[config.mk]
export PLATFORM = sky130hd
export DESIGN_NAME = vend_dispense_ctrl
export DESIGN_NICKNAME = d
export VERILOG_FILES = /design/src/rtl/vend_dispense_ctrl.sv
export SDC_FILE = /design/constraint.sdc
export NUM_CORES = 1
export LEC_CHECK = 0
export ABC_AREA = 0
export CORE_UTILIZATION = 56
export CTS_CLUSTER_DIAMETER = 30
export CTS_CLUSTER_SIZE = 10
export DETAILED_ROUTE_END_ITERATION = 8
export GPL_TIMING_DRIVEN = 0
export PLACE_DENSITY = 0.79
export SLEW_MARGIN = 20
export SYNTH_ARGS = -nofsm -noshare
export SYNTH_HDL_FRONTEND = slang
export SYNTH_SLANG_ARGS = --single-unit
[constraint.sdc]
create_clock -name clk -period 2.9 [get_ports clk]
set_input_delay 0.58 -clock clk [delete_from_list [all_inputs] [get_ports clk]]
set_output_delay 0.58 -clock clk [all_outputs]
set_load 0.1 [all_outputs]
[src/rtl/vend_dispense_ctrl.sv]
// Dispense sequencer behind the vend FSM core.
// Queues sell decisions (one change bit per entry) in a small FIFO and, per entry, pulses the
// drink motor, waits for the drop sensor, optionally pulses the change-coin motor and waits for
// the coin sensor, then holds an inter-dispense gap. A missing sensor ack latches a fault that
// only clr_fault releases.
// Ports:
//   clk, rst_                  clock, asynchronous active-low reset
//   pulse_i, sell_i, change_i  decision strobe from the vend core; push on pulse_i & sell_i
//   drop_sensor, coin_sensor   actuation acknowledges
//   clr_fault                  single-cycle fault clear
//   drink_motor, coin_motor    motor drives (registered)
//   busy, fault                sequencer not idle / latched timeout fault
//   coin_inhibit, ovf          FIFO full / sticky dropped-decision flag
//   served_cnt                 completed dispenses, wrapping
module vend_dispense_ctrl #(
  parameter int unsigned DEPTH     = 4,
  parameter int unsigned MOTOR_CYC = 8,
  parameter int unsigned TIMEOUT   = 64,
  parameter int unsigned GAP       = 2
) (
  input  logic       clk,
  input  logic       rst_,
  input  logic       pulse_i,
  input  logic       sell_i,
  input  logic       change_i,
  input  logic       drop_sensor,
  input  logic       coin_sensor,
  input  logic       clr_fault,
  output logic       drink_motor,
  output logic       coin_motor,
  output logic       busy,
  output logic       fault,
  output logic       coin_inhibit,
  output logic       ovf,
  output logic [7:0] served_cnt
);

  localparam int unsigned AW = (DEPTH > 1) ? $clog2(DEPTH) : 1;
  localparam int unsigned MaxMg = (MOTOR_CYC > GAP) ? MOTOR_CYC : GAP;
  localparam int unsigned MaxCyc = (MaxMg > TIMEOUT) ? MaxMg : TIMEOUT;
  localparam int unsigned CW = $clog2(MaxCyc + 1);

  localparam logic [CW-1:0] MotorLast   = CW'(MOTOR_CYC - 1);
  localparam logic [CW-1:0] TimeoutLast = CW'(TIMEOUT - 1);
  localparam logic [CW-1:0] GapLast     = CW'(GAP - 1);
  localparam logic [AW:0]   FullCount   = (AW + 1)'(DEPTH);

  typedef enum logic [2:0] {
    StIdle, StDrink, StWaitDrop, StChange, StWaitCoin, StGap, StFault
  } state_e;

  state_e            state_q, state_d;
  logic [CW-1:0]     cnt_q, cnt_d;
  logic              ack_q, ack_d;
  logic              chg_q, chg_d;
  logic [DEPTH-1:0]  mem_q, mem_d;
  logic [AW-1:0]     wr_ptr_q, wr_ptr_d, rd_ptr_q, rd_ptr_d;
  logic [AW:0]       count_q, count_d;
  logic              ovf_q, ovf_d;
  logic [7:0]        served_q, served_d;
  logic              drink_q, coin_q, busy_q, fault_q, inhibit_q;

  logic push, full, pop, push_ok;

  // FIFO bookkeeping; pop only looks at the registered count so a push into an empty FIFO
  // is never consumed in the same cycle.
  always_comb begin
    push     = pulse_i & sell_i;
    full     = (count_q == FullCount);
    pop      = (state_q == StIdle) && (count_q != '0);
    push_ok  = push && (!full || pop);
    ovf_d    = ovf_q | (push && full && !pop);
    mem_d    = mem_q;
    wr_ptr_d = wr_ptr_q;
    rd_ptr_d = rd_ptr_q;
    count_d  = count_q;
    chg_d    = chg_q;
    if (push_ok) begin
      mem_d[wr_ptr_q] = change_i;
      wr_ptr_d        = wr_ptr_q + AW'(1);
    end
    if (pop) begin
      chg_d    = mem_q[rd_ptr_q];
      rd_ptr_d = rd_ptr_q + AW'(1);
    end
    if (push_ok && !pop) begin
      count_d = count_q + (AW + 1)'(1);
    end else if (pop && !push_ok) begin
      count_d = count_q - (AW + 1)'(1);
    end
  end

  always_comb begin
    state_d = state_q;
    unique case (state_q)
      StIdle:     if (pop) state_d = StDrink;
      StDrink:    if (cnt_q == MotorLast) state_d = StWaitDrop;
      StWaitDrop: begin
        if (drop_sensor || ack_q) begin
          state_d = chg_q ? StChange : StGap;
        end else if (cnt_q == TimeoutLast) begin
          state_d = StFault;
        end
      end
      StChange:   if (cnt_q == MotorLast) state_d = StWaitCoin;
      StWaitCoin: begin
        if (coin_sensor || ack_q) begin
          state_d = StGap;
        end else if (cnt_q == TimeoutLast) begin
          state_d = StFault;
        end
      end
      StGap:      if (cnt_q == GapLast) state_d = StIdle;
      StFault:    if (clr_fault) state_d = StIdle;
      default:    state_d = StIdle;
    endcase

    // Counter restarts on every state entry.
    if (state_d != state_q) begin
      cnt_d = '0;
    end else if (state_q == StIdle || state_q == StFault) begin
      cnt_d = cnt_q;
    end else begin
      cnt_d = cnt_q + CW'(1);
    end

    // Early ack is only collected while the matching motor runs; it is consumed on the first
    // wait cycle, so it never leaks into the next actuation.
    unique case (state_q)
      StDrink:  ack_d = ack_q | drop_sensor;
      StChange: ack_d = ack_q | coin_sensor;
      default:  ack_d = 1'b0;
    endcase

    served_d = served_q;
    if (state_d == StGap && state_q != StGap) begin
      served_d = served_q + 8'd1;
    end
  end

  always_ff @(posedge clk or negedge rst_) begin
    if (!rst_) begin
      state_q   <= StIdle;
      cnt_q     <= '0;
      ack_q     <= 1'b0;
      chg_q     <= 1'b0;
      mem_q     <= '0;
      wr_ptr_q  <= '0;
      rd_ptr_q  <= '0;
      count_q   <= '0;
      ovf_q     <= 1'b0;
      served_q  <= '0;
      drink_q   <= 1'b0;
      coin_q    <= 1'b0;
      busy_q    <= 1'b0;
      fault_q   <= 1'b0;
      inhibit_q <= 1'b0;
    end else begin
      state_q   <= state_d;
      cnt_q     <= cnt_d;
      ack_q     <= ack_d;
      chg_q     <= chg_d;
      mem_q     <= mem_d;
      wr_ptr_q  <= wr_ptr_d;
      rd_ptr_q  <= rd_ptr_d;
      count_q   <= count_d;
      ovf_q     <= ovf_d;
      served_q  <= served_d;
      // Outputs registered from next state so they line up with state_q.
      drink_q   <= (state_d == StDrink);
      coin_q    <= (state_d == StChange);
      busy_q    <= (state_d != StIdle);
      fault_q   <= (state_d == StFault);
      inhibit_q <= (count_d == FullCount);
    end
  end

  assign drink_motor  = drink_q;
  assign coin_motor   = coin_q;
  assign busy         = busy_q;
  assign fault        = fault_q;
  assign coin_inhibit = inhibit_q;
  assign ovf          = ovf_q;
  assign served_cnt   = served_q;

endmodule

=== After elaboration in Yosys (flattened, before gate mapping) ===
Index checks and enable logic that the tools add are counted.
W data, S select, Z words.

* Magnitude comparators: 3
* Divide/modulo/power cells: 0
* Multiplexer cells: 20
* Shift-type cells: 0
* Reductions and logical operators: 18
* $add $sub $neg: 6
* Eq/ne operators: 18
* Multipliers: 0
* Bitwise logic cells: 4

{| class="wikitable"
|+ Operators by type and width
! cell !! number
|-
| $mux W3 || 11
|-
| $eq A3 B3 Y1 const B || 7
|-
| $pmux W3 S7 || 1
|-
| $mux W7 || 2
|-
| $eq A3 B2 Y1 const B || 3
|-
| $add A8 B1 Y8 const B || 1
|-
| $logic_and A1 B1 Y1 || 8
|-
| $add A7 B1 Y7 const B || 1
|-
| $eq A7 B1 Y1 const B || 1
|-
| $eq A7 B3 Y1 const B || 1
|-
| $eq A7 B6 Y1 const B || 1
|-
| $eq A3 B1 Y1 const B || 2
|-
| $lt A2 B3 Y1 const B || 2
|-
| $reduce_bool A3 Y1 || 2
|-
| $add A2 B1 Y2 const B || 2
|-
| $bwmux W4 || 1
|-
| $logic_or A1 B1 Y1 || 4
|-
| $add A3 B1 Y3 const B || 1
|-
| $logic_not A1 Y1 || 3
|-
| $logic_not A3 Y1 || 1
|-
| $ne A3 B3 Y1 || 1
|-
| $ne A3 B3 Y1 const B || 1
|-
| $or A1 B1 Y1 || 3
|-
| $sub A3 B1 Y3 const B || 1
|-
| 7 further kinds || 8
|}

* Memories: 0
* Output and inout bits: 14
* ROM bits: 0
* Flip-flop bits (word level): 37
* Memory bits (writable): 0
* Latch bits: 0

=== Logic depth before layout (Yosys ltp) ===
Gate-level depths: netlist (run 1).

* Depth in word-level cells: 9
* Depth in mapped cells: 9
* Mapped depth without buffers: 8

=== Worst setup path after synthesis (run 1) ===
Ideal clock, no wire load.

* Path kind: register to register
* Start point: register cnt_q[0]
* End point: register cnt_q[1]
* Required time: 2.813 ns
* Path slack: 0.726 ns
* Arrival: 2.087 ns
* Buffers on the path: 1
* Stages on the path, launching flop included: 8
* Path through: dfrtp_1 ha_1 and4_4 a41o_1 o211a_4 or4b_4 buf_6 a211oi_2

* Word-level cells in the longest chain between the ends: 6
* Elaborated cells between the ends (all ways): 15

{| class="wikitable"
|+ RTL lines
! item !! line !! RTL
|-
| start, declared || 53 || <nowiki>logic [CW-1:0] cnt_q, cnt_d;</nowiki>
|-
| start signal, assigned || 160 || <nowiki>cnt_q <= cnt_d;</nowiki>
|-
| $eq A7 B6 Y1 || 101, 109 ||
|-
| $mux W3 || 101, 109 ||
|-
| $mux W3, on equally long branches || 107, 99 ||
|-
| $pmux W3 S7 || 95 || <nowiki>unique case (state_q)</nowiki>
|-
| $ne A3 B3 Y1 || 119 || <nowiki>if (state_d != state_q) begin</nowiki>
|-
| $ne A2 B2 Y1 (no line) or $mux W7 (tied branches) || n/a ||
|}

Several ways; a longest one is shown, not always the timed one. The select of a mux whose other input is x is not followed.
A chain may end at the register's enable or synchronous reset.

=== Final worst setup path (run 1) ===
* Start point: register served_q[3], in the netlist served_cnt[3]
* End point: output served_cnt[3]

{| class="wikitable"
|+ RTL lines
! item !! line !! RTL
|-
| start, declared || 60 || <nowiki>logic [7:0] served_q, served_d;</nowiki>
|-
| start signal, assigned || 168 || <nowiki>served_q <= served_d;</nowiki>
|-
| end, declared || 35 || <nowiki>output logic [7:0] served_cnt</nowiki>
|}

No word-level cell between the ends.

==> results.cfg, run 1 <==
[status]
status = finished clean

[timing]
worst_slew_pin_slew_ns = 0.980
rsz0062_at_grt = no
hold_violations = 0
drv_slew = 0
clock_skew_ns = 0.00297
max_freq_mhz = 407
fin_crit_sh = 0.847
fin_setup_tns_ns = 0
slew_headroom = 0.345
worst_hold_slack_ns = 0.233
finalSetupViolations = 0
min_period_ns = 2.46

[critical_path]
r2r_end = cnt_q[1]
critPathBufInv = 1
reg2reg_slack_ns = 0.54
cp_slowest_cell = clkdlybuf4s50_1
path_depth = 1
slowest_delay_ns = 1.16
cp.required_ns = 2.32
cp_top_family = buffers and inverters
cp-start-kind = flop
endpoint = served_cnt[3]
cp_cell_sequence = clkdlybuf4s50_1
r2r-start = count_q[1]
worstPathMaxFanout = 5
arrival_ns = 1.88
setup.worst_path.class = flop to output pin
critPathLaunch = served_cnt[3]
rr_worst_depth = 9
cp-end-kind = output pin

[layout]
fillCellCount = 255
final_util = 0.724
final_nets = 247
areaGrowthSynthToFinish_pct = 20.5
drive_gt1_frac = 0.178
n_antenna_cell = 0

[synthesis]
synth_compound_area_frac = 0.138
synth_area_leaders = dfrtp_1, ha_1, xor2_1
ys_ff_latch = 37
synth_edf_count = 0
syn_avg_cell_area_um2 = 10.3
yosysWarnings = 0
synthXorXnorAreaFrac = 0.0763
syn_area_mm2 = 0.00207
synth_nets = 218
post-synth-top-area-cell = dfrtp_1
synthTopCellsByCount = dfrtp_1, nor2_1, nand2_1, inv_1, xor2_1
synthMuxAreaShare = 0.0436
yosysMostFrequentCell = dfrtp_1
yosysTopAreaCellShare = 0.448
async_reset_ff_frac = 1.00
synth_simple_gate_area_share = 0.186
synth_ff_type = dfrtp_1
ys_seq_area_frac = 0.448
synth_top_family_by_area = simple AND/OR/NAND/NOR gates
synth_cell_types = 54
netlist_instances = 200
synthAdderAreaFrac = 0.0605

[global_routing]
grt_max_degree = 20
grt_pass1_wl_mm = 6.96
grt_pass1_vias = 1570
groute.usage.overall = 0.229
grt-ovfl-total = 0
antenna_found_initial = 0

[power]
ir_drop_v = 0.000612
powerDensity_mw_per_mm2 = 1130
p_leak_uw = 0.00114
power_uw = 2830

[place]
port_buffers = 21
dp_hpwl_mm = 2.87
globalplace.congestion = 0.822

[cts]
clk_path_buf_depth = 2
root_buffer = clkbuf_8
clock_sinks = 37
numCtsBuffers = 5
clk_pin_slew_ns = 0.07
ctsHoldBuffers = 0
cts_resized = 0
insertion_delay_ns = 0.29
cts_tree = built
post-cts-setup-buffer-count = 0
cts_htree_levels = 2

[routing]
wl_mm = 3.81
drc = 0
drtIter0Drc = 76
drtPass1Iterations = 4
ant_nets = 0
vias_per_cell = 5.54
num_vias = 1529
wire_per_inst_um = 13.8

[floorplan]
fp.dieW_um = 62.8
core-area_mm2 = 0.00344
io_pins = 22
rows = 21
die_h_um = 62.8
dieArea_mm2 = 0.00394
start_util = 0.601

[min_path]
min_path_type = input pin to async pin

[flow_run]
maxCapViolations = 0
## through the flow
step,std cells,setup WS [ns],area (um^2)
floorplan,200,0.726,2070
global route,276,0.374,2490
detailed placement,268,0.234,2360
global placement,267,0.263,2330
finish,276,0.443,2490
CTS,276,0.431,2490
## layout by cell type (no fill, tap or decap), types with 3 or more instances in the layout
cell	n
inv_1	12
nor3_1	3
xor2_1	12
buf_2	4
dfrtp_1	37
nand2_1	19
clkdlybuf4s50_1	20
clkbuf_8	5
o21ai_0	6
nand3_1	6
a21oi_1	5
nor2b_1	3
nor2_1	23
nand4_1	4
xnor2_1	6
mux2_2	5
o21ai_1	3
ha_1	10
## layer usage
layer  share of wire  GRT usage
met5               0          0
met3           0.038     0.0602
met2            0.49      0.364
met4           0.020      0.105
met1            0.45      0.292
## report_power, final
part | switching, uW | internal (uW)
logic | 900 | 534
clock network | 184 | 341
registers | 164 | 702
total | 1250 | 1580
## final cells by class
cell class                      count  area, um^2  area share
Tap cell                           46        57.6      0.0231
Buffer                              7        52.6      0.0211
Inverter                           12        45.0      0.0181
Multi-Input combinational cell    144        1040       0.419
Timing Repair Buffer               22         233      0.0934
Clock buffer                        5        68.8      0.0276
Sequential cell                    37         926       0.372
Clock inverter                      3        65.1      0.0261
## cell families after synthesis
family                     count (synthesis)
DFF                                       37
AOI/OAI and AO/OA                         35
adders and majority gates                 10
muxes                                      7
buffers and inverters                     19
xor gates and xnor gates                  18
and+or+nand+nor                           74
## flip-flops by register name, summed over array words and instances, names as in the netlist, 2 cells and up
| name | cells |
|---|---|
| cnt_q | 7 |
| count_q | 3 |
| mem_q | 4 |
| rd_ptr_q | 2 |
| served_cnt | 8 |
| state_q | 3 |
| wr_ptr_q | 2 |
## worst min-delay path by stage
stage | slack (ns) | to
2_1_floorplan | 0.28 | ack_q
5_1_grt | 0.26 | cnt_q[6]
6_report | 0.23 | cnt_q[6]
4_1_cts | 0.24 | cnt_q[6]
3_5_place_dp | 0.46 | ovf
3_3_place_gp | 0.46 | served_cnt[7]
Power figures use the tool's default switching activity.
==> inputs of run 2 (changes only) <==
- CORE_UTILIZATION: 56 -> 51
- PLACE_DENSITY: 0.79 -> 0.76
- clock period: 2.9 -> 2.04 ns (I/O delays scaled with it)
==> results.cfg, run 2 (synthesized netlist as in run 1, its figures left out) <==
[status]
status = finished, violations left
violations = negative setup slack

[critical_path]
slowest_delay_ns = 0.60
r2r-start = state_q[2]
worstPathMaxFanout = 7
cp.required_ns = 2.25
cp_slowest_cell = or4b_4
rr_worst_depth = 9
cpMostUsedCell = nand2_1
setup.worst_path.class = flop to flop
cp-end-kind = flop
cp_cell_sequence = buf_6 > dlymetal6s2s_1 > nand2_1 > o2111ai_2 > buf_4 > nand2_1 > a21oi_1 > or4b_4 > a211oi_2
cp-start-kind = flop
reg2reg_slack_ns = -0.04
arrival_ns = 2.29
r2r_end = cnt_q[1]

[layout]
n_antenna_cell = 0
drive_gt1_frac = 0.310
final_nets = 266
largest_reg_flops = 8
final_cell_mix = dfrtp_1, nor2_1, buf_4
areaGrowthSynthToFinish_pct = 30.8
layout_commonest_cell = dfrtp_1

[timing]
worst_slew_pin_slew_ns = 0.959
finalSetupViolations = 3
max_freq_mhz = 481
slew_headroom = 0.363
rsz0062_at_grt = yes
min_period_ns = 2.08
fin_crit_sh = 1.02
fin_setup_tns_ns = -0.0804
drv_slew = 0
timing.final.ws_setup_ns = -0.0394
clock_skew_ns = 0.00918
hold_violations = 0

[global_routing]
met2_usage = 0.369
grt_pass1_wl_mm = 6.86
use_met3 = 0.0538
grt_pass1_vias = 1585
grtUsageMet1 = 0.241
top_usage_layer = met2
groute.usage.overall = 0.209
grt-ovfl-total = 0
grt_max_degree = 22
antenna_found_initial = 0

[routing]
wl_mm = 4.15
drtPass1Iterations = 4
drc = 0
num_vias = 1606
vias_per_cell = 5.43
drtIter0Drc = 65
wire_per_inst_um = 14.0
ant_nets = 0

[floorplan]
start_util = 0.548
io_pins = 22
core-area_mm2 = 0.00377
fp.dieW_um = 65.7
die_h_um = 65.7
dieArea_mm2 = 0.00431
rows = 22

[power]
swShare = 0.451
seq_power_share = 0.297
p_int_uw = 2260
powerDensity_mw_per_mm2 = 1530
pwr-share-comb = 0.554
switching_power_uw = 1860
ir_drop_v = 0.00109
p_leak_uw = 0.00129
p_clk_frac = 0.149

[cts]
clk_pin_slew_ns = 0.08
clock_sinks = 37
insertion_delay_ns = 0.30
root_buffer = clkbuf_8
numCtsBuffers = 5
cts_htree_levels = 2
cts_tree = built
ctsHoldBuffers = 0
clk_path_buf_depth = 2

[place]
dp_slack_ns = -0.469
port_buffers = 21
dp_hpwl_mm = 2.72
globalplace.congestion = 0.858

[flow_run]
maxCapViolations = 0

[min_path]
min_path_type = input pin to async pin
==> run 2: cell types whose count changed in the layout (fill, tap and decap cells not counted), sizes merged <==
cell	delta
dlymetal6s2s	+1
clkdlybuf4s50	-15
dlygate4sd2	+13
clkbuf	+1
clkdlybuf4s15	+2
bufinv	-1
buf	+17
==> run 2: timing repair <==
item / CTS / global route
setup endpoints to repair: 26 / 21
setup buffers: 14 / 6
pin swaps: 6 / 10
resized for setup: 26 / 16
==> run 2: power by group through the flow <==
| stage | Combinational, uW | Clock [uW] | Sequential [uW] |
|---|---|---|---|
| after floorplan | 1100 | 0 | 1740 |
| after global placement | 1990 | 0 | 1240 |
| after detailed placement | 2040 | 0 | 1250 |
| after CTS | 2160 | 632 | 1220 |
| after global routing | 2470 | 654 | 1260 |
| final | 2290 | 613 | 1230 |
==> run 2: worst max path at each step <==
| stage | from | to | cells after the start |
|---|---|---|---|
| final | state_q[2] | cnt_q[1] | 9 |
| after global routing | state_q[0] | cnt_q[1] | 7 |
| after CTS | cnt_q[0] | cnt_q[1] | 6 |
| after detailed placement | drop_sensor | cnt_q[1] | 8 |
| after global placement | drop_sensor | cnt_q[1] | 8 |
| after floorplan | cnt_q[0] | cnt_q[1] | 7 |
==> run 2: layer usage <==
metal  part of all wire  up-vias
met3              0.034       14
met2               0.52       38
met4              0.019        0
met1               0.43      770
li1                   -      784
met5                  0        -
==> run 2: final cells by class <==
class | instances | area, um^2
sequential | 37 | 928
tap | 48 | 60.1
multi-input combinational | 144 | 1140
fill | 273 | 1070
inverter | 12 | 45.0
clock inverter | 2 | 35.0
timing repair buffer | 42 | 375
buffer | 6 | 50.0
clock buffer | 5 | 68.8
==> run 2: worst max-delay path: cells and delay by family (launching register included) <==
family | cells | cell delay (ns)
AND/OR/NAND/NOR | 3 | 0.74
flip-flops | 1 | 0.39
buffers and inverters | 3 | 0.49
AO/OA/AOI/OAI | 3 | 0.39
==> run 2: stage by stage <==
| stage | total power, uW | hold WS, ns | area [um^2] | cells | utilization |
|---|---|---|---|---|---|
| after global routing | 4390 | 0.0683 | 2700 | 296 | 0.717 |
| final | 4120 | 0.0359 | 2700 | 296 | 0.717 |
| after global placement | 3220 | 0.455 | 2350 | 269 | 0.623 |
| after CTS | 4010 | 0.0415 | 2600 | 290 | 0.689 |
| after floorplan | 2840 | 0.112 | 2080 | 200 | - |
| after detailed placement | 3290 | 0.365 | 2370 | 270 | 0.629 |
==> inputs of run 3 (changes only) <==
- ABC_AREA: 0 -> 1
==> results.cfg, run 3 <==
[status]
status = finished clean

[routing]
wl_mm = 3.93
drc = 0
ant_nets = 0
drtIter0Drc = 102
drtPass1Iterations = 4
num_vias = 1711
wire_per_inst_um = 11.2
vias_per_cell = 4.89

[critical_path]
slowest_delay_ns = 0.87
cp-end-kind = output pin
r2r_end = served_cnt[5]
r2r-start = cnt_q[0]
cp-start-kind = flop
setup.worst_path.class = flop to output pin
worstPathMaxFanout = 5
critPathLaunch = served_cnt[0]
cp.required_ns = 1.63
arrival_ns = 1.58
cp_top_family = buffers and inverters
cp_cell_sequence = dlygate4sd2_1
endpoint = served_cnt[0]
rr_worst_depth = 11
critPathBufInv = 1
cp_slowest_cell = dlygate4sd2_1
reg2reg_slack_ns = 0.32
path_depth = 1

[floorplan]
fp.dieW_um = 67.0
dieArea_mm2 = 0.00448
die_h_um = 67.0
start_util = 0.534
rows = 23
io_pins = 22
core-area_mm2 = 0.00403

[synthesis]
ys_ff_latch = 37
yosysTopAreaCellShare = 0.430
syn_avg_cell_area_um2 = 7.97
synth_cell_types = 31
yosysWarnings = 0
yosysMostFrequentCell = nand2_1
post-synth-top-area-cell = dfrtp_1
synthTopCellsByCount = nand2_1, inv_1, dfrtp_1, nor2_1, o21ai_0
synth_nets = 288
syn_area_mm2 = 0.00215
synth_edf_count = 0
synth_ff_type = dfrtp_1
ys_seq_area_frac = 0.430
async_reset_ff_frac = 1.00
synth_area_leaders = dfrtp_1, nand2_1, inv_1
netlist_instances = 270

[layout]
final-seq-area_um2 = 926
largest_reg_flops = 8
final_util = 0.627
fillCellCount = 353
final_cell_mix = nand2_1, inv_1, dfrtp_1
areaGrowthSynthToFinish_pct = 17.4
final_nets = 317
drive_gt1_frac = 0.117
design_area_mm2 = 0.00253
n_antenna_cell = 0
layout_commonest_cell = nand2_1
multi_input_area_mm2 = 0.00105

[power]
ir_drop_v = 0.000828
powerDensity_mw_per_mm2 = 1550
p_leak_uw = 0.00135
power_uw = 3910

[cts]
cts_htree_levels = 2
clock_sinks = 37
post-cts-setup-buffer-count = 0
cts_tree = built
clk_pin_slew_ns = 0.08
root_buffer = clkbuf_8
numCtsBuffers = 5
clk_path_buf_depth = 2
insertion_delay_ns = 0.29

[timing]
slew_headroom = 0.363
min_period_ns = 1.98
max_freq_mhz = 504
worst_hold_slack_ns = 0.0632
clock_skew_ns = 0.00792
fin_setup_tns_ns = 0
worst_slew_pin_slew_ns = 0.959
rsz0062_at_grt = no
hold_violations = 0
finalSetupViolations = 0
fin_crit_sh = 0.972
drv_slew = 0

[min_path]
min_path_type = input pin to async pin

[global_routing]
groute.usage.overall = 0.203
grt_pass1_vias = 1608
grt_max_degree = 20
grt_pass1_wl_mm = 6.73
grt-ovfl-total = 0
antenna_found_initial = 0

[place]
dp_hpwl_mm = 2.95
placed_area_mm2 = 0.00245
port_buffers = 21
globalplace.congestion = 0.806

[flow_run]
maxCapViolations = 0
run 3: cell count changes in the layout (fill, tap and decap cells not counted), sizes merged, moves of 4 or more:
| cell | change |
|---|---|
| nand3 | +5 |
| nand2 | +62 |
| inv | +30 |
| nor2b | -4 |
| mux2 | -6 |
| buf | -23 |
| o21ai | +4 |
| dlygate4sd2 | -4 |
| nor2 | +13 |
run 3: repair_timing:
action                     4_1_cts  5_1_grt
hold buffers                     0        0
gates resized for setup         15        5
cloned                           0        0
setup endpoints to repair       14        5
run 3: per-layer routing:
layer | vias up | track usage | wire, um
met5 | - | 0 | 0
met1 | 797 | 0.247 | 1820
met4 | 0 | 0.0718 | 60
met3 | 6 | 0.0565 | 120
li1 | 886 | - | -
met2 | 22 | 0.341 | 1930
run 3: where the power goes:
part / leakage (uW) / internal, uW / switching, uW
sequential: 0.000470 / 1000 / 208
combinational: 0.000830 / 621 / 1540
clock: 0.0000512 / 274 / 270
total: 0.00135 / 1890 / 2010
run 3: worst min path at each step:
stage | startpoint | to | slack (ns) | cells after the start
after global placement | ovf | ovf | 0.47 | 1
after global routing | rst_ | coin_motor | 0.08 | 1
after floorplan | rst_ | ack_q | 0.11 | 0
final | rst_ | coin_motor | 0.06 | 1
after detailed placement | rst_ | state_q[1] | 0.38 | 1
after CTS | rst_ | cnt_q[4] | 0.07 | 1
run 3: per-stage QoR:
step	setup WS, ns	std cells
final	0.0565	350
after global placement	-0.336	341
after CTS	0.0175	350
after detailed placement	0.0447	342
after global routing	0.00110	350
after floorplan	0.209	270
run 3: cell families after synthesis:
| kind of cell | synth area share |
|---|---|
| simple gates | 0.306 |
| buf+inv | 0.0808 |
| compound gates | 0.0558 |
| flops | 0.430 |
| xor+xnor | 0.0692 |
| fa+ha+maj | 0.0581 |
run 3: final cells by class:
cell class	instances	share of cell area
clock buffers	6	0.0327
plain buffers	1	0.00446
well taps	50	0.0248
multi-input cells	190	0.416
flip-flops and latches	37	0.366
repair buffers	22	0.0856
inverters	42	0.0644
clock inverters	2	0.00545
run 3: worst register-to-register path: stages, from the launching register on:
cell	delay, ns
dfrtp_1	0.43
ha_1	0.24
inv_1	0.06
nor2_1	0.05
nand2_1	0.09
nand2_1	0.06
nand2_1	0.12
nand4_2	0.18
nand3b_4	0.21
inv_4	0.07
nand2_1	0.06
nand2_1	0.05
==> variant (settings of run 1) <==
The parameter `TIMEOUT` goes from 64 to 128.
--- a/src/rtl/vend_dispense_ctrl.sv
+++ b/src/rtl/vend_dispense_ctrl.sv
@@ -17,3 +17,3 @@
   parameter int unsigned MOTOR_CYC = 8,
-  parameter int unsigned TIMEOUT   = 64,
+  parameter int unsigned TIMEOUT   = 128,
   parameter int unsigned GAP       = 2
Formal check against the unedited RTL: no difference found for any inputs over 10 cycles, from zero or initial values and one cycle with rst_ low; that may be too few to reach the edited logic, so the function may still have changed.
==> variant against run 1 <==
Largest power group unchanged; design area increased by 1.7%; sequential cell count rose by 1; setup slack worse by 0.055 ns; sequential power increased by 1%; critical path depth is the same; count of clock-buffer cells in the layout unchanged; power decreased by 3.3%; critical path type unchanged; global-route usage up 1.6 points; die area is 1.8% higher; synthesized area increased by 1.8%; wire length up 8.1%.
==> variant: results (changes against run 1) <==
[worst_setup_path]
reg2regPathDepth = 7  ; was 9
crit_slowest_cell = clkdlybuf4s50_1  ; unchanged
r2r-end = served_cnt[7]$_DFFE_PN0P_  ; was cnt_q[1]$_DFFE_PN0P_
crit_start = served_cnt[0]$_DFFE_PN0P_  ; was served_cnt[3]$_DFFE_PN0P_
critPathCapture = served_cnt[0]  ; was served_cnt[3]
r2r_slack_ns = 0.68  ; was 0.54 ns
cpPeakStageDelay_ns = 1.17
reg2reg_from = cnt_q[0]$_DFFE_PN0P_  ; was count_q[1]$_DFF_PN0_
crit_fanout = 6  ; was 5
cp.arrival_ns = 1.93  ; was 1.88 ns

[synth]
synth_xor_area_share_pct = 8.740  ; was 7.627%
synth-compound-area-share_pct = 11.59  ; was 13.80%
synth_cell_types = 46  ; was 54
synthAdderAreaFrac_pct = 5.945  ; was 6.053%
synth_mux_area_share_pct = 5.291  ; was 4.358%
synthTopCellsByCount = dfrtp_1 (38), nand2_1 (18), nor2_1 (17)  ; was dfrtp_1 (37), nor2_1 (23), nand2_1 (19)
ys_seq_area_share_pct = 45.18  ; was 44.79%
synth_nets = 216  ; was 218
synth_area_per_cell_um2 = 10.63  ; was 10.33 um^2
async_flop_share_pct = 100.0  ; unchanged
synth_flop_cell = dfrtp_1  ; unchanged
synth.area.top_cells = dfrtp_1 (45%), ha_1 (5.9%), xnor2_1 (5.0%)  ; was dfrtp_1 (45%), ha_1 (6.1%), xor2_1 (5.1%)

[cts]
numCtsBuffers = 5  ; unchanged
insertion_delay_ns = 0.30
htree_levels = 2  ; unchanged
cts_setup_buffers = 0  ; unchanged
cts_resized = 0  ; unchanged
clkSlewWorstSetupHoldPaths_ns = 0.08
cts_buffer_depth = 2  ; unchanged

[global_route]
grt_pass1_wl_um = 7569  ; was 6955 um
grt_max_degree = 25  ; was 20
grt_use_total_pct = 24.53  ; was 22.89%
grt_pass1_vias = 1657  ; was 1570

[status]
outcome = finished, final reports clean  ; unchanged

[sta]
relSlewSlack_pct = 35.06  ; was 34.48%
finClkSkew_ns = 0.006755  ; was 0.002966 ns
setup_tns_ns = 0  ; unchanged

[power_and_ir_drop]
p_leak_nw = 1.115  ; was 1.138 nW
vdd_ir_drop_max_v = 0.0007424  ; was 0.0006117 V

[layout]
final_layout_size_suffix_gt1_share_pct = 14.91  ; was 17.83%
fin_nets = 245  ; was 247
final_cells = 274  ; was 276
fillCellCount = 247  ; was 255

[detailed_routing]
drt_iter0_drc = 56  ; was 76
vias = 1518  ; was 1529
totalWireLength_um = 4120  ; was 3813 um
drtPass1Iterations = 4  ; unchanged

[worst_hold_path]
min_path_type = primary input to async pin  ; unchanged

[placement]
place_congestion = 0.7825  ; was 0.8219
port_buffers = 21  ; unchanged
dpl.hpwl_um = 3019  ; was 2867 um

-- variant: layer usage --
layer | global-route usage [%] | part of all wire [%]
met3 | 4.891 | 3.3
met2 | 43.15 | 51
met4 | 9.091 | 2.0
met1 | 29.50 | 43
met5 | 0 | 0
-- variant: stage by stage --
step / setup WS [ns] / area [um^2] / hold slack, ns
after CTS: 0.3790 / 2532 / 0.2050
after floorplan: 0.9763 / 2105 / 0.2844
after detailed placement: 0.4118 / 2395 / 0.4614
after global routing: 0.3476 / 2532 / 0.2186
final: 0.3874 / 2532 / 0.1988
after global placement: 0.4277 / 2372 / 0.4642
-- variant: cell type report --
| type | instances | area share (%) |
|---|---|---|
| buffer | 6 | 1.877 |
| inverter | 11 | 1.630 |
| clock inverter | 3 | 2.717 |
| timing repair buffer | 22 | 9.190 |
| clock buffer | 5 | 2.717 |
| tap | 46 | 2.273 |
| sequential | 38 | 37.55 |
| multi-input combinational | 143 | 42.05 |
-- variant: worst min-delay path by stage --
stage / startpoint / endpoint / cells after the start
floorplan: rst_ / ack_q$_DFF_PN0_ / 0
global route: rst_ / cnt_q[7]$_DFFE_PN0P_ / 1
global placement: served_cnt[7]$_DFFE_PN0P_ / served_cnt[7]$_DFFE_PN0P_ / 1
finish: rst_ / cnt_q[2]$_DFFE_PN0P_ / 1
CTS: rst_ / cnt_q[7]$_DFFE_PN0P_ / 1
detailed placement: served_cnt[7]$_DFFE_PN0P_ / served_cnt[7]$_DFFE_PN0P_ / 1
-- variant: power by group --
| group | switching [mW] | internal [mW] | total [mW] |
|---|---|---|---|
| sequential | 0.168 | 0.710 | 0.878 |
| combinational | 0.817 | 0.489 | 1.31 |
| clock | 0.202 | 0.345 | 0.547 |
| total | 1.19 | 1.54 | 2.73 |
